==> config.mk <==
export PLATFORM = sky130hd
export DESIGN_NAME = accu_core
export DESIGN_NICKNAME = d
export VERILOG_FILES = /design/src/rtl/accu_core_pkg.sv /design/src/rtl/accu_core_scan.sv /design/src/rtl/accu_core.sv
export SDC_FILE = /design/constraint.sdc
export NUM_CORES = 1
export LEC_CHECK = 0
export ABC_CLOCK_PERIOD_IN_PS = 4700
export CAP_MARGIN = 20
export CORE_ASPECT_RATIO = 1.75
export CORE_MARGIN = 2
export CORE_UTILIZATION = 50
export CTS_CLUSTER_DIAMETER = 100
export CTS_CLUSTER_SIZE = 8
export DETAILED_ROUTE_END_ITERATION = 10
export PLACE_DENSITY = 0.75
export SLEW_MARGIN = 20
export SYNTH_ARGS = -nofsm -noshare
export SYNTH_HDL_FRONTEND = slang
export SYNTH_HIERARCHICAL = 1
export SYNTH_SLANG_ARGS = --single-unit
==> constraint.sdc <==
create_clock -name clk -period 4.7 [get_ports clk]
set_input_delay 0.47 -clock clk [delete_from_list [all_inputs] [get_ports clk]]
set_output_delay 0.47 -clock clk [all_outputs]
set_load 0.05 [all_outputs]
==> src/rtl/accu_core_pkg.sv <==
// accu_core_pkg: opcode constants, FSM state type and opcode class helpers for accu_core.
package accu_core_pkg;
    typedef enum logic [1:0] {FETCH, EXEC, MEM, HALT} state_e;
    localparam logic [3:0] OP_NOP  = 4'h0;
    localparam logic [3:0] OP_LDI  = 4'h1;
    localparam logic [3:0] OP_LDA  = 4'h2;
    localparam logic [3:0] OP_STA  = 4'h3;
    localparam logic [3:0] OP_ADDI = 4'h4;
    localparam logic [3:0] OP_ADD  = 4'h5;
    localparam logic [3:0] OP_SUBI = 4'h6;
    localparam logic [3:0] OP_SUB  = 4'h7;
    localparam logic [3:0] OP_JMP  = 4'h8;
    localparam logic [3:0] OP_BRZ  = 4'h9;
    localparam logic [3:0] OP_BRC  = 4'hA;
    localparam logic [3:0] OP_BRN  = 4'hB;
    localparam logic [3:0] OP_ADC  = 4'hC;
    localparam logic [3:0] OP_AND  = 4'hD;
    localparam logic [3:0] OP_RSV  = 4'hE;
    localparam logic [3:0] OP_HLT  = 4'hF;
    function automatic logic is_mem_op(input logic [3:0] op);
        return op inside {OP_LDA, OP_STA, OP_ADD, OP_SUB, OP_ADC, OP_AND};
    endfunction
    function automatic logic is_imm_op(input logic [3:0] op);
        return op inside {OP_LDI, OP_ADDI, OP_SUBI};
    endfunction
endpackage

==> src/rtl/accu_core_scan.sv <==
// accu_core_scan: parallel-load snapshot register shifted out MSB-first on scan_clk_i.
module accu_core_scan #(
    parameter int W = 32
) (
    input  logic         scan_clk_i,
    input  logic         scan_en_i,
    input  logic [W-1:0] snap_i,
    output logic         scan_o
);
    logic [W-1:0] sh_q;
    always_ff @(posedge scan_clk_i)
        sh_q <= scan_en_i ? {sh_q[W-2:0], 1'b0} : snap_i;
    assign scan_o = sh_q[W-1];
endmodule

==> src/rtl/accu_core.sv <==
// accu_core: multicycle accumulator CPU with a single req/ack memory port.
// Define ACCU_CORE_SCAN_EN to build the scan snapshot chain; otherwise scan_out is tied 0.
module accu_core
    import accu_core_pkg::*;
#(
    parameter int DW = 8,
    parameter int AW = 8,
    parameter int RW = (4 + AW > DW) ? 4 + AW : DW
) (
    input  logic          clk,
    input  logic          rst,
    output logic          mem_req,
    output logic          mem_we,
    output logic [AW-1:0] mem_addr,
    output logic [DW-1:0] mem_wdata,
    input  logic [RW-1:0] mem_rdata,
    input  logic          mem_ack,
    output logic          halted,
    input  logic          scan_clk,
    input  logic          scan_en,
    output logic          scan_out
);
    state_e        state_q, state_d;
    logic [AW-1:0] pc_q, pc_d, opnd_q, opnd_d;
    logic [3:0]    op_q, op_d;
    logic [DW-1:0] acc_q, acc_d, b, res;
    logic          c_q, c_d, z_q, z_d, n_q, n_d;
    logic [DW:0]   sum, dif;
    logic          cout, wr, taken, ld, sub;
    always_ff @(posedge clk) begin
        if (rst) begin
            state_q <= FETCH;
            pc_q    <= '0;
            opnd_q  <= '0;
            op_q    <= '0;
            acc_q   <= '0;
            c_q     <= 1'b0;
            z_q     <= 1'b0;
            n_q     <= 1'b0;
        end else begin
            state_q <= state_d;
            pc_q    <= pc_d;
            opnd_q  <= opnd_d;
            op_q    <= op_d;
            acc_q   <= acc_d;
            c_q     <= c_d;
            z_q     <= z_d;
            n_q     <= n_d;
        end
    end
    // One ALU serves both the immediate (EXEC) and memory (MEM) forms of each op.
    always_comb begin
        state_d = state_q;
        pc_d    = pc_q;
        opnd_d  = opnd_q;
        op_d    = op_q;
        acc_d   = acc_q;
        c_d     = c_q;
        z_d     = z_q;
        n_d     = n_q;
        wr      = 1'b0;
        b       = (state_q == MEM) ? mem_rdata[DW-1:0] : DW'(opnd_q);
        sum     = {1'b0, acc_q} + {1'b0, b} + (DW+1)'(op_q == OP_ADC && c_q);
        dif     = {1'b0, acc_q} - {1'b0, b};
        ld      = op_q == OP_LDI || op_q == OP_LDA;
        sub     = op_q == OP_SUBI || op_q == OP_SUB;
        res     = ld ? b : sub ? dif[DW-1:0] : (op_q == OP_AND) ? (acc_q & b) : sum[DW-1:0];
        cout    = ld ? 1'b0 : sub ? dif[DW] : (op_q == OP_AND) ? c_q : sum[DW];
        taken   = (op_q == OP_BRZ && z_q) || (op_q == OP_BRC && c_q) || (op_q == OP_BRN && n_q);
        case (state_q)
            FETCH: if (mem_ack) begin
                op_d    = mem_rdata[AW+3:AW];
                opnd_d  = mem_rdata[AW-1:0];
                state_d = EXEC;
            end
            EXEC: begin
                state_d = is_mem_op(op_q) ? MEM : (op_q == OP_HLT) ? HALT : FETCH;
                wr      = is_imm_op(op_q);
                pc_d    = (op_q == OP_JMP) ? opnd_q :
                          taken ? pc_q + opnd_q :
                          (is_mem_op(op_q) || op_q == OP_HLT) ? pc_q : pc_q + 1'b1;
            end
            MEM: if (mem_ack) begin
                state_d = FETCH;
                pc_d    = pc_q + 1'b1;
                wr      = op_q != OP_STA;
            end
            default: ;
        endcase
        if (wr) begin
            acc_d = res;
            c_d   = cout;
            z_d   = res == '0;
            n_d   = res[DW-1];
        end
    end
    assign mem_req   = !rst && (state_q == FETCH || state_q == MEM);
    assign mem_we    = state_q == MEM && op_q == OP_STA;
    assign mem_addr  = (state_q == MEM) ? opnd_q : pc_q;
    assign mem_wdata = acc_q;
    assign halted    = state_q == HALT;
`ifdef ACCU_CORE_SCAN_EN
    accu_core_scan #(.W(4 + AW + DW + 3 + AW + 2)) u_scan (
        .scan_clk_i (scan_clk),
        .scan_en_i  (scan_en),
        .snap_i     ({op_q, opnd_q, acc_q, c_q, z_q, n_q, pc_q, state_q}),
        .scan_o     (scan_out)
    );
`else
    logic unused_scan;
    assign unused_scan = scan_clk ^ scan_en;
    assign scan_out    = 1'b0;
`endif
endmodule
Yosys cells after proc, flatten, opt, wreduce, memory -nomap -nowiden. Cells that the tools add are included.

Register bits: 33. Output and inout bits: 20. Logic and storage cells: 79.

Add/sub/neg operators: 5. Equal/unequal tests: 22. Multiplexer cells: 20. Bitwise operators: 1. Reductions and logical operators: 23.

Operators by type and width (number): two-way mux 8 bit (9); equality test 4 bit (second input constant) (7); equality test 4 x 3 -> 1 bit (second input constant) (4); one-hot mux 8 bit (2 select lines) (1); adder 8 x 8 -> 9 bit (1); adder 9 x 1 -> 9 bit (1); subtractor 8 x 8 -> 9 bit (1); adder 8 x 1 -> 8 bit (second input constant) (1); adder 8 bit (1); bitwise AND 8 bit (1); equality test 4 x 2 -> 1 bit (second input constant) (2); logical NOT 8 bit (1); two-way mux 2 bit (4); logical AND 1 bit (6); logical OR 1 bit (6); one-hot mux 2 bit (3 select lines) (1); AND reduction 3 bit (2); nonzero test 3 bit (2); nonzero test 6 bit (1); equality test 2 bit (second input constant) (2); equality test 4 x 1 -> 1 bit (second input constant) (1); two-way mux 1 bit (4); != test 2 bit (second input constant) (2); != test 4 x 2 -> 1 bit (second input constant) (1); other kinds (8) (9).

Logic depth before layout (Yosys ltp). Gate-level depths: netlist of run 1.

Depth after elaboration: 8. Mapped depth: 15.

Worst setup path before layout of run 1. OpenSTA, ideal clock, no wires.

Path kind: register -> register. From: reg state_q[0]. To: reg z_q. Library setup time: 116 ps. Data arrival time: 3155 ps. Required time: 4584 ps. Setup slack: 1430 ps. Stages on the path, launching flop included: 15. Cells stage by stage: dfxtp_1 inv_1 ha_1 buf_2 mux2i_1 fa_1 inv_1 fa_1 a211oi_1 o21ai_0 a21oi_1 xnor2_1 o22ai_1 a311o_1 a31o_1.

Cells in the longest elaborated chain, start to end: 8.

Ends and longest elaborated chain: start, declared (RTL line accu_core.sv:23) `state_e state_q, state_d;`; start signal, assigned (RTL line accu_core.sv:41) `state_q <= state_d;`; equality test 2 bit (RTL line accu_core.sv:62, accu_core.sv:70); two-way mux 8 bit (RTL line accu_core.sv:62) `b = (state_q == MEM) ? mem_rdata[DW-1:0] : DW'(opnd_q);`; adder 8 x 8 -> 9 bit (RTL line accu_core.sv:63) `sum = {1'b0, acc_q} + {1'b0, b} + (DW+1)'(op_q == OP_ADC && c_q);`; adder 9 x 1 -> 9 bit (RTL line accu_core.sv:63); two-way mux 8 bit (3 in series) (RTL line accu_core.sv:67) `res = ld ? b : sub ? dif[DW-1:0] : (op_q == OP_AND) ? (acc_q & b) : sum[DW-1:0];`; logical NOT 8 bit (RTL line accu_core.sv:93) `z_d = res == '0;`; end signal, assigned (RTL line accu_core.sv:47) `z_q <= z_d;`; end, declared (RTL line accu_core.sv:27) `logic c_q, c_d, z_q, z_d, n_q, n_d;`.

Parallel ways exist; a longest one is shown, timed or not. A chain may end at the register's enable or synchronous reset.

Final worst setup path of run 1. Same ends and word-level chain as after synthesis.

==> impl.org, run 1 <==
** Clocking
- CTS built an H-tree with a depth of 2.
- # Post-CTS Setup Buffers :: 0
- Clock buffer depth :: 2
- Clock-pin slew was measured on the worst setup and hold paths at about 0.050 ns.
- TritonCTS clock tree :: built
- For the worst-skew pair, the clock arrives at the later sink with an insertion delay of 0.29 ns.
- After clock tree synthesis, the repair step resized 0 gates.
- Hold repair after CTS inserted 0 buffers.
- The clock drives 32 sinks.
- Root Driver :: clkbuf_16
- Clock buffers created by TritonCTS :: 5

** Finish
- Area used by multi-input combinational logic :: 0.00244 sq mm
- FF/Latch Area :: roughly 640 sq um
- Synthesis-to-layout area growth :: 14.2%
- Final core utilization :: 58.9%
- For this run, the number of standard cells in the final layout without fillers is between 500 and 600.
- The repair_antennas step left the layout with diodes totalling 0.
- Fill cells in the final layout number 597.
- Fraction of layout cells with a size suffix above 1 :: approximately 8.6%
- For this run, the post-layout net count is 504.

** Worst hold path
- The startpoint identified for the worst hold timing path is opnd_q[5].
- Class of the most critical hold timing path :: reg2reg

** Place
- Detail Placement HPWL :: about 7.0 mm
- Number of placed instances with taps included :: 530
- Count of port buffers added during placement :: 33
- Placer Congestion :: 0.967

** Timing
- Remaining max-slew budget at the tightest pin :: 48.1%
- Final setup violation count :: 0
- RSZ-0062 raised after global routing :: false
- Final critical-path required period :: 3.72 ns
- Number of hold violations in the final report :: 0
- Final count of pins violating max slew :: 0
- Final hold analysis gives a worst-case slack of 0.502 ns.
- At the pin with the least slew margin, the transition time is 0.779 ns.
- Achievable frequency :: 0.269 GHz
- Of the available clock period, the critical path in the final layout requires between 70% and 80%.
- Summed over all failing endpoints, the final setup total negative slack is 0 ns.
- Worst clock skew :: 0.00340 ns

** Worst setup path
- Reg-to-reg slack, setup :: 0.98 ns
- At the worst endpoint, the arrival time is 3.90 ns.
- Endpoint of the worst register-to-register path :: z_q
- In this run the critical register-to-register path is launched from state_q[0].
- In this run the worst setup path terminates at z_q.
- Launching element type of the critical path :: flip-flop
- For the worst flop-to-flop path, the logic depth is 12.
- Of all nets on the critical path, the largest fanout is 33.
- Classification of the worst setup path :: reg2reg
- Required arrival time at the worst endpoint :: 4.88 ns
- In this run the worst setup path begins at state_q[0].
- Worst setup EP type :: flip-flop

** Detailed routing
- Number of vias per cell :: 6.07
- Summing over every cut layer, the via total after detailed routing is approximately 3,300.
- TritonRoute pass-1 iters :: 4
- The detailed router used layers up to and including met4.
- The detailed router finished its first iteration with about 240 violations.
- Number of remaining DRC errors :: 0
- Met1 routed wirelength after detailed routing :: 3.55 mm
- Routed length on met3 :: 332 um
- Metal2 WL :: 4.83 mm
- In this run the remaining antenna-violating nets after routing total 0.
- Dividing the detail-routed wire length by the instance count gives 17.0 um.
- Total wirelength of the detailed-routed design :: 9.17 mm

** Global routing
- Across every metal layer, demand over resource in global routing totals 26.1%.
- Total grt overflow :: 0
- The number of global-route vias before repair was between 3,000 and 4,000.
- Pin count of the biggest net entering global routing :: 34
- The first global-routing pass estimated between 15 and 20 mm of wire.
- The number of antenna violations at the first check in global routing is 0.

** Pwr
- In this run switching power makes up 31.9% of total power.
- Dividing total power by cell area gives a power density of 242 mW/mm^2.
- Of the total power, registers draw 32.5%.
- Clock share of power :: 40.9%
- IR analysis of the VDD net gives a maximum drop of 0.000142 V.
- In this run the power spent charging and discharging nets is 294 uW.
- Summed over all cells, the static leakage comes to about 1.5 nW.
- In this run, the combinational gates consume 26.6% of the power.
- Cell internal power was estimated by the tool at between 600 and 700 uW.

** Die
- Die span in y :: 112 um
- Count of standard-cell rows :: 39
- IO Count :: 37
- The floorplan step defined a die boundary enclosing between 0.007 and 0.008 sq mm.
- Initial core utilization :: 51.6%
- The die is 65.8 um wide.
- The floorplan step defined a core boundary enclosing 0.00649 sq mm.

** Yosys
- Counting flops with a built-in enable in the synthesized netlist gives 0.
- FFs w/ async S/R, synth :: 0%
- Count of warnings emitted by yosys :: 6
- Average cell area after synthesis :: roughly 7.6 sq um
- Dominant cell type by area after synthesis :: dfxtp_1
- In this run, distinct cell masters in the synthesized netlist total 74.
- Total standard cell area after synthesis :: 0.00335 sq mm
- After synthesis, the cell types taking the most area are dfxtp_1, ha_1, a21oi_1, nand2_1, mux2i_1.
- Share of the synthesized area in the top cell type :: 19.1%
- In the synthesized netlist, the number of instances is between 400 and 500.
- Yosys instantiated no cell more often than nand2_1.
- The most used flip-flop cell after synthesis is dfxtp_1.
- After synthesis the netlist holds a flip-flop and latch count of 32.
- Top cell types by occurrence after synthesis :: nand2_1, a21oi_1, dfxtp_1
- The number of nets handed over by synthesis was 488.
- After synthesis, flip-flops and latches occupy 19.1% of the total area.

** Run
- The tool flagged a number of max-cap violations equal to 0.

** Run status
- The run finished with clean final reports.
-- through the flow --
stage                     area (sq um)  total power, mW  setup slack, ns
after floorplan                   3350            0.486             1.43
after global placement            3660            0.541            0.952
after detailed placement          3660            0.547            0.937
after CTS                         3820            0.926             1.02
after global routing              3820            0.968            0.740
final                             3820            0.923            0.978
-- sequential cells by signal, indices dropped and copies added, names as in the netlist --
register   count
c_q            1
mem_wdata      8
pc_q           8
state_q        2
opnd_q         8
z_q            1
op_q           4
-- critical path, stage by stage, from the launching register on --
cell and delay (ns):
dfxtp_1 0.33, inv_1 0.11, ha_1 0.23, buf_4 0.37, mux2_2 0.43, ha_1 0.40
a211oi_1 0.40, o21ai_0 0.23, a21oi_1 0.26, xnor2_1 0.15, o22ai_1 0.11, a311o_1 0.40
a31o_1 0.17
-- worst min path at each step --
| stage | slack [ns] | cells past startpoint | endpoint |
|---|---|---|---|
| floorplan | 0.46 | 2 | opnd_q[5] |
| global placement | 0.49 | 2 | opnd_q[4] |
| detailed placement | 0.49 | 2 | opnd_q[5] |
| CTS | 0.51 | 2 | opnd_q[5] |
| global route | 0.54 | 2 | opnd_q[5] |
| finish | 0.50 | 2 | opnd_q[5] |
-- power by group through the flow --
stage	registers [mW]	logic, mW	clock network, mW
CTS	0.300	0.243	0.383
floorplan	0.301	0.185	0
global placement	0.305	0.236	0
global route	0.302	0.268	0.398
detailed placement	0.305	0.241	0
finish	0.300	0.245	0.377
-- routing by layer --
metal / track usage (%) / vias to the layer above
li1: - / 1604
met1: 27.8 / 1548
met2: 47.2 / 86
met3: 3.31 / 26
met4: 15.4 / 0
met5: 0 / -
-- final cells by class --
| cell class | instances | area share [%] |
|---|---|---|
| timing repair buffer | 38 | 9.63 |
| sequential | 32 | 16.8 |
| clock inverter | 2 | 0.917 |
| inverter | 29 | 2.85 |
| multi-input combinational | 349 | 63.8 |
| tap | 82 | 2.69 |
| clock buffer | 6 | 3.37 |
-- layout by cell type, fill, tap and decap left out, types with 3 or more instances in the layout --
master and count:
nand2_1 56, a21oi_1 42, clkdlybuf4s50_1 33, dfxtp_1 32, inv_1 29, nor2_1 29, ha_1 28, o21ai_0 21
nand3_1 12, mux2i_1 11, nor2b_1 9, nor3_1 9, mux2_2 8, xnor2_1 8, a211oi_1 6, o22ai_1 6
nor3b_1 5, a21o_1 5, o21a_1 5, nand2b_1 5, clkbuf_16 5, buf_4 5, and3_1 4, a31oi_1 4
a22oi_1 4, xor2_1 4, fa_1 4, nand4b_1 3, or2_2 3, o21ai_2 3, o221ai_1 3, o32ai_1 3
-- cell families (layout without fill, tap and decap cells) --
logic type,Yosys count,in the layout,share of synthesized area [%]
flops,32,32,19.1
simple gates,152,152,23.0
compound gates,131,131,26.9
mux,20,20,6.32
xor+xnor,13,13,3.63
other cells,1,1,0.112
buf+inv,58,75,8.04
fa+ha+maj,32,32,12.9
Note: power is estimated with default switching activity, not from simulation.
==> run 2: changes to the inputs <==
--- a/config.mk
+++ b/config.mk
@@ -5,7 +5,7 @@
 export SDC_FILE = /design/constraint.sdc
 export NUM_CORES = 1
 export LEC_CHECK = 0
-export ABC_CLOCK_PERIOD_IN_PS = 4700
+export ABC_CLOCK_PERIOD_IN_PS = 3100
 export CAP_MARGIN = 20
 export CORE_ASPECT_RATIO = 1.75
 export CORE_MARGIN = 2
@@ -13,7 +13,7 @@
 export CTS_CLUSTER_DIAMETER = 100
 export CTS_CLUSTER_SIZE = 8
 export DETAILED_ROUTE_END_ITERATION = 10
-export PLACE_DENSITY = 0.75
+export PLACE_DENSITY = 0.78
 export SLEW_MARGIN = 20
 export SYNTH_ARGS = -nofsm -noshare
 export SYNTH_HDL_FRONTEND = slang
==> constraint.sdc (replaced) <==
create_clock -name clk -period 3.1 [get_ports clk]
set_input_delay 0.31 -clock clk [delete_from_list [all_inputs] [get_ports clk]]
set_output_delay 0.31 -clock clk [all_outputs]
set_load 0.05 [all_outputs]
==> run 2 against run 1 <==
Net effect:
- non-clock buffer count up 35
- sequential share of layout area fell by 1.3 points
- sequential cell count is the same
- critical path type unchanged
- critical endpoint unchanged
- first-iteration DRC count is 9.3% higher
- largest cell class unchanged
- cell area is 8.9% higher
==> impl.org, run 2 (synthesis gave the netlist of run 1 again) <==
** Clocking
- The number of buffers inserted during clock tree synthesis came to 5 (unchanged).
- H-tree depth :: 2 (unchanged)
- Number of hold buffers added after CTS :: 0 (unchanged)
- Register clock-pin slew on the reported worst setup and hold paths :: 0.05 ns (about the same)
- Clock buffer depth :: 2 (unchanged)
- Clock latency on the worst-skew pair :: 0.28 ns (about the same)
- Clock tree synthesis selected as its root buffer the cell clkbuf_16.
- The number of sinks handled by clock tree synthesis was 32 (unchanged).
- TritonCTS clock tree :: built

** Die
- Initial core utilization :: 51.6% (unchanged)
- IO Count :: 37 (unchanged)
- Count of standard-cell rows :: 39 (unchanged)
- The area of the placeable core came to 0.00649 sq mm (unchanged).
- Die extent in x :: 65.8 um (unchanged)
- Die span in y :: 112 um (unchanged)
- The die footprint came to 0.00739 sq mm (unchanged).

** Pwr
- The static power due to leakage is 1.74 nW (+14%).
- The largest vdd supply drop came to 0.000305 V (+110%).
- Power per cell area :: 351 mW/mm^2 (+45%)

** Detailed routing
- Vias after detailed routing :: 3,459 (+6.0%)
- The wire length per cell after detailed routing was 17.0 um (-0.43%).
- Total wirelength of the detailed-routed design :: 9.73 mm (+6.1%)
- The number of violations reported at the end of detailed-routing iteration 0 came to 259 (+9.3%).
- TritonRoute pass-1 iters :: 6 (+2)
- Number of remaining DRC errors :: 0 (unchanged)
- Number of vias per cell :: 6.04 (-0.50%)
- Final antenna-violating net count :: 0 (unchanged)

** Run status
- The run finished with clean final reports.

** Timing
- RSZ-0062 raised after global routing :: true
- Worst clock skew :: 0.00305 ns (-0.000357 ns)
- The achievable clock frequency is 0.326 GHz (+21%).
- The minimum clock period came to 3.07 ns (-0.652 ns).
- The max-slew violation total from the final report came to 0 (unchanged).
- Number of hold violations in the final report :: 0 (unchanged)
- The total setup violations reported at the end of the flow is 0 (unchanged).
- Slew at the pin with the worst max-slew slack :: 0.596 ns (-0.183 ns)
- The worst path setup slack after routing was 0.0297 ns (-0.948 ns).
- Remaining max-slew budget at the tightest pin :: 60.3% (+12 points)
- The final critical-path share of the clock period is 99.0% (+20 points).

** Worst hold path
- Class of the most critical hold timing path :: reg2reg
- The startpoint identified for the worst hold timing path is opnd_q[5].

** Worst setup path
- Launching element type of the critical path :: flip-flop
- The data arrival time at the worst-slack endpoint came to 3.25 ns (-0.65 ns).
- The startpoint identified for the worst register-to-register timing path is state_q[0].
- Largest fanout on the critical path :: 10 (-70%)
- The worst setup path is captured at a flip-flop.
- Tracing the worst setup path back leads to its startpoint at state_q[0].
- The critical path in this run is classified as reg2reg.
- The required time of the worst setup path came to 3.28 ns (-1.60 ns).

** Place
- The area after detailed placement was 0.00389 sq mm (+6.4%).
- Placer Congestion :: 0.925 (-4.4%)
- The count of port buffers added during placement came to 33 (unchanged).
- The detailed-placement wirelength estimate is 7.36 mm (+5.7%).
- Worst setup slack after placement :: -0.189 ns (-1.13 ns)

** Finish
- FF/Latch Area :: 642 sq um (+0.20%)
- Number of inserted diodes :: 0 (unchanged)
- Most common cell after layout, fill and taps aside :: nand2_1
- Final nets :: 539 (+6.9%)
- The area growth from synthesis to layout is 24.3%.
- The filler cell count in the final layout is 566 (-5.2%).
- The total non-filler cell area in the finished layout came to 0.00416 sq mm (+8.9%).
- Leading cell types in the layout, fill and taps excluded :: nand2_1, buf_4, a21oi_1
- The footprint of the multi-input gates is 0.00254 sq mm (+4.1%).
- The share of post-route cells with drive strength above 1 was 20.8% (+12 points).

** Run
- Max-cap violations :: 0 (unchanged)

** Global routing
- Global-route met2 utilization :: 52.1% (+4.8 points)
- The global-route wire length before repair was 16.4 mm (+8.8%).
- The global routing met3 resource utilization came to 3.81% (+0.50 points).
- Routing usage on met1 :: 28.4% (+0.55 points)
- The global route total overflow is 0 (unchanged).
- Via count of the first global-routing pass :: 3,617 (+13%)
- The number of antenna violations at the first check in global routing was 0 (unchanged).
- Pin count of the biggest net entering global routing :: 23 (-32%)
- Global-route usage over all layers :: 28.0% (+1.9 points)
- Most used routing layer :: met2
## run 2: cell types whose count changed in the layout (fill, tap and decap cells not counted), sizes merged
cell	before	now
buf	5	50
clkdlybuf4s50	33	23
## run 2: final timing paths
path / depth (start not counted) / end / slack, ns
hold reg to reg: 2 / opnd_q[5] / 0.50
setup reg to reg: 15 / z_q / 0.03
hold / removal: 2 / opnd_q[5] / 0.50
setup / recovery: 15 / z_q / 0.03
## run 2: critical path, stage by stage (launching register included)
cell and delay (ns):
dfxtp_2 0.32, inv_2 0.07, ha_4 0.16, buf_4 0.14, buf_4 0.20, nor2b_1 0.10
a21oi_2 0.18, inv_1 0.09, ha_1 0.42, inv_1 0.08, a21oi_1 0.20, o31ai_2 0.11
xnor2_1 0.20, o22ai_1 0.10, a311o_1 0.37, a31o_1 0.22
## run 2: final cells by class
type	instances	area share, %
multi-input cells	349	61.0
well taps	82	2.47
flip-flops and latches	32	15.4
clock inverters	2	0.842
clock buffers	6	3.10
inverters	29	2.62
repair buffers	73	14.6
## run 2: routing by layer
| metal | share of wire [%] | wire length, um |
|---|---|---|
| met1 | 37 | 3600 |
| met2 | 55 | 5350 |
| met4 | 4.3 | 422 |
| met3 | 3.6 | 354 |
| met5 | 0 | 0 |
## run 2: per-stage QoR
stage | hold WS, ns | std cells | setup TNS, ns | power [mW] | utilization [%]
2_1_floorplan | 0.446 | 439 | 0 | 0.738 | -
3_3_place_gp | 0.494 | 563 | -0.238 | 0.860 | 59.9
3_5_place_dp | 0.496 | 563 | -0.267 | 0.871 | 59.9
4_1_cts | 0.502 | 571 | 0 | 1.45 | 63.3
5_1_grt | 0.547 | 573 | -0.222 | 1.53 | 64.1
6_report | 0.504 | 573 | 0 | 1.46 | 64.1
## run 2: timing repair
item	CTS	global route
pin swaps	4	10
setup buffers	0	2
resized for setup	13	10
setup endpoints to repair	2	4
## run 2: power breakdown
group / internal, mW / switching [mW] / total, mW
registers: 0.428 / 0.0181 / 0.446
logic: 0.190 / 0.255 / 0.445
clock network: 0.378 / 0.191 / 0.569
==> run 3: changes to the inputs <==
--- a/config.mk
+++ b/config.mk
@@ -9,11 +9,12 @@
 export CAP_MARGIN = 20
 export CORE_ASPECT_RATIO = 1.75
 export CORE_MARGIN = 2
-export CORE_UTILIZATION = 50
+export CORE_UTILIZATION = 40
 export CTS_CLUSTER_DIAMETER = 100
 export CTS_CLUSTER_SIZE = 8
 export DETAILED_ROUTE_END_ITERATION = 10
-export PLACE_DENSITY = 0.78
+export PLACE_DENSITY = 0.65
+export RECOVER_POWER = 50
 export SLEW_MARGIN = 20
 export SYNTH_ARGS = -nofsm -noshare
 export SYNTH_HDL_FRONTEND = slang
==> run 3 against run 2 <==
Net effect:
- first-iteration DRC count down 44%
- critical path depth down 2
- via count down 1.0%
- core utilization down 12 points
- count of clock-buffer cells in the layout up 1
- global-route usage down 6.3 points
- worst hold slack worse by 0.0050 ns
- sequential cell count unchanged
- die area up 24%
==> impl.org, run 3 (synthesis gave the netlist of run 1 again) <==
** Run status
- Status :: completed

** Timing
- Achievable frequency :: 0.325 GHz (-0.21%)
- Final clock period utilization by the worst path :: 99.3% (+0.21 points)
- The total negative slack came to 0 ns (unchanged).
- Setup repair after global routing could not meet its margin everywhere.
- Worst clock skew :: 0.00472 ns (+0.00167 ns)
- Final critical-path required period :: 3.08 ns (+0.00661 ns)
- The remaining max-slew budget at the tightest pin was 55.0% (-5.3 points).
- The slew at the pin closest to its max-slew limit was 0.675 ns (+0.0797 ns).
- Final count of pins violating max slew :: 0 (unchanged)
- The worst path setup slack after routing was 0.0230 ns (-0.00661 ns).
- The minimum hold slack is 0.499 ns (-0.00500 ns).
- The total setup violations reported at the end of the flow came to 0 (unchanged).
- The final hold violation count is 0 (unchanged).

** Clocking
- The clock transition at the registers of the reported paths was 0.06 ns (about the same).
- Root Driver :: clkbuf_16
- Number of clock sinks seen by CTS :: 32 (unchanged)
- Clock buffer depth :: 2 (unchanged)
- H-tree depth :: 2 (unchanged)
- The number of buffers inserted during clock tree synthesis was 5 (unchanged).
- TritonCTS built the clock tree.
- The insertion delay to the later sink of the worst-skew pair was 0.28 ns (about the same).

** Finish
- The number of nets in the layout was 548 (+1.7%).
- Leading cell types in the layout, fill and taps excluded :: nand2_1, buf_4, a21oi_1
- Relative to the synthesized area, the layout overhead comes to 28.6%.
- Post-Layout Inst Area :: 0.00430 sq mm (+3.5%)
- Fraction of layout cells with a size suffix above 1 :: 23.0% (+2.2 points)
- The antenna diode count is 0 (unchanged).
- Number of non-filler instances in the completed layout :: 592 (+3.3%)
- Final core utilization :: 52.5% (-12 points)

** Place
- The weighted congestion reported at the end of routability-driven placement was 0.922 (-0.38%).
- Worst setup slack after placement :: -0.330 ns (-0.141 ns)
- Instance area at placement :: 0.00396 sq mm (+1.7%)
- Detail Placement HPWL :: 7.68 mm (+4.4%)
- The count of port buffers added during placement was 33 (unchanged).
- The total placed cells including tap cells is 580 (+3.0%).

** Detailed routing
- The number of detailed-route iterations in the first pass came to 4 (-2).
- Number of vias per cell :: 5.78 (-4.2%)
- The post-detailed-route count of antenna-violating nets is 0 (unchanged).
- The number of violations reported at the end of detailed-routing iteration 0 came to 144 (-44%).
- The routed wire length was 9.81 mm (+0.90%).
- Number of remaining DRC errors :: 0 (unchanged)
- The wire length per cell after detailed routing came to 16.6 um (-2.3%).
- Vias after detailed routing :: 3,423 (-1.0%)

** Worst setup path
- The maximum fanout along the worst path is 6 (-4).
- Origin of the critical flop-to-flop path :: state_q[1]
- The slack of the worst reg-to-reg path came to 0.02 ns (about the same).
- The count of buffering cells on the critical path with inverters included came to 3 (-2).
- Worst Reg2Reg Path Length in Cells :: 13 (-2)
- The endpoint identified for the worst register-to-register timing path is z_q.
- Critical path depth in cells :: 13 (-2)
- Delay contributed by the slowest stage of the critical path :: 0.38 ns (-0.04 ns)
- The required time of the worst setup path was 3.33 ns (+0.05 ns).
- Crit-path slowest cell :: dfxtp_1
- The cell family contributing the most delay on the critical path is compound AO/OA/AOI/OAI gates.
- Arrival time at the worst endpoint :: 3.31 ns (+0.06 ns)
- Walking the worst path, the cells encountered are ha_4 > buf_6 > mux2_4 > ha_4 > buf_4 > buf_4 > a21oi_1 > a21bo_2 > o22a_1 > a211oi_2 > nand4b_1 > nor4b_2 > a31o_1.
- Classification of the worst setup path :: reg2reg
- Worst setup EP type :: flip-flop
- Launching element type of the critical path :: flip-flop

** Global routing
- Wire length of the first global-routing pass :: 15.7 mm (-4.4%)
- Pin count of the biggest net entering global routing :: 23 (unchanged)
- Global-route usage over all layers :: 21.7% (-6.3 points)
- The number of antenna violations at the first check in global routing came to 0 (unchanged).
- The global route total overflow was 0 (unchanged).
- Via count of the first global-routing pass :: 3,394 (-6.2%)

** Pwr
- Peak ir drop on the vdd network :: 0.000196 V (-36%)
- The clock share of power is 40.2% (+1.3 points).
- Internal power contribution :: 1.06 mW (+6.5%)
- Total power consumption of the routed design :: 1.53 mW (+4.6%)
- Gate power share :: 30.5% (about the same)
- Power per cell area :: 355 mW/mm^2 (+1.1%)
- Static leakage power :: 1.79 nW (+3.3%)
- Switching component of the power :: 466 uW (+0.46%)
- The relative contribution of sequential cells to total power was 29.2% (-1.4 points).
- Switching Share :: 30.5% (-1.3 points)

** Die
- Die area :: 0.00914 sq mm (+24%)
- IO Count :: 37 (unchanged)
- Initial core utilization :: 40.8% (-11 points)
- The floorplan die width came to 73.1 um (+11%).
- The site row count is 44 (+13%).
- The area of the placeable core is 0.00820 sq mm (+26%).
- The vertical die dimension was 125 um (+11%).

** Worst hold path
- The tightest min-delay check is of the reg2reg type.
- Launch instance of the worst min-delay path :: opnd_q[5]
- The number of cells on the worst hold path came to 2 (unchanged).
- Hold endpoint :: opnd_q[5]

** Run
- Max-cap violations :: 0 (unchanged)
run 3: cell types whose count changed in the layout (fill, tap and decap cells not counted), sizes merged:
| cell | delta |
|---|---|
| clkbuf | +2 |
| buf | +8 |
| clkinv | -1 |
run 3: layer usage:
metal	share of wire, %	global-route usage, %	vias to the layer above
li1	-	-	1694
met1	37	21.6	1588
met2	54	39.9	99
met3	2.7	2.66	42
met4	6.4	14.4	0
met5	0	0	-
run 3: worst max path at each step:
stage	slack [ns]	endpoint	from
2_1_floorplan	0.003	z_q	state_q[0]
3_3_place_gp	-0.24	z_q	mem_rdata[0]
3_5_place_dp	-0.33	z_q	mem_rdata[0]
4_1_cts	0.002	z_q	state_q[0]
5_1_grt	-0.11	z_q	state_q[0]
6_report	0.02	z_q	state_q[1]
run 3: final cells by class:
class / count / area (sq um)
Clock buffer: 7 / 153
Clock inverter: 1 / 30.0
Fill cell: 803 / 3900
Inverter: 29 / 109
Multi-Input combinational cell: 349 / 2580
Sequential cell: 32 / 642
Tap cell: 92 / 115
Timing Repair Buffer: 82 / 677
run 3: power by group through the flow:
stage          Combinational (mW)  Sequential [mW]  Clock [mW]
3_3_place_gp                0.426            0.453           0
5_1_grt                     0.506            0.449       0.635
4_1_cts                     0.449            0.445       0.624
3_5_place_dp                0.432            0.453           0
6_report                    0.466            0.447       0.614
2_1_floorplan               0.282            0.456           0
run 3: timing repair:
item | CTS | global route
resized for setup | 15 | 16
hold buffers | 0 | 0
setup buffers | 1 | 3
endpoints found under the setup margin | 3 | 5
pin swaps | 3 | 16
run 3: worst register-to-register path, cell delays in order, from the launching register on:
cell and delay (ns):
dfxtp_1 0.38, ha_4 0.18, buf_6 0.15, mux2_4 0.35, ha_4 0.23, buf_4 0.15
buf_4 0.14, a21oi_1 0.10, a21bo_2 0.24, o22a_1 0.18, a211oi_2 0.26, nand4b_1 0.20
nor4b_2 0.30, a31o_1 0.17
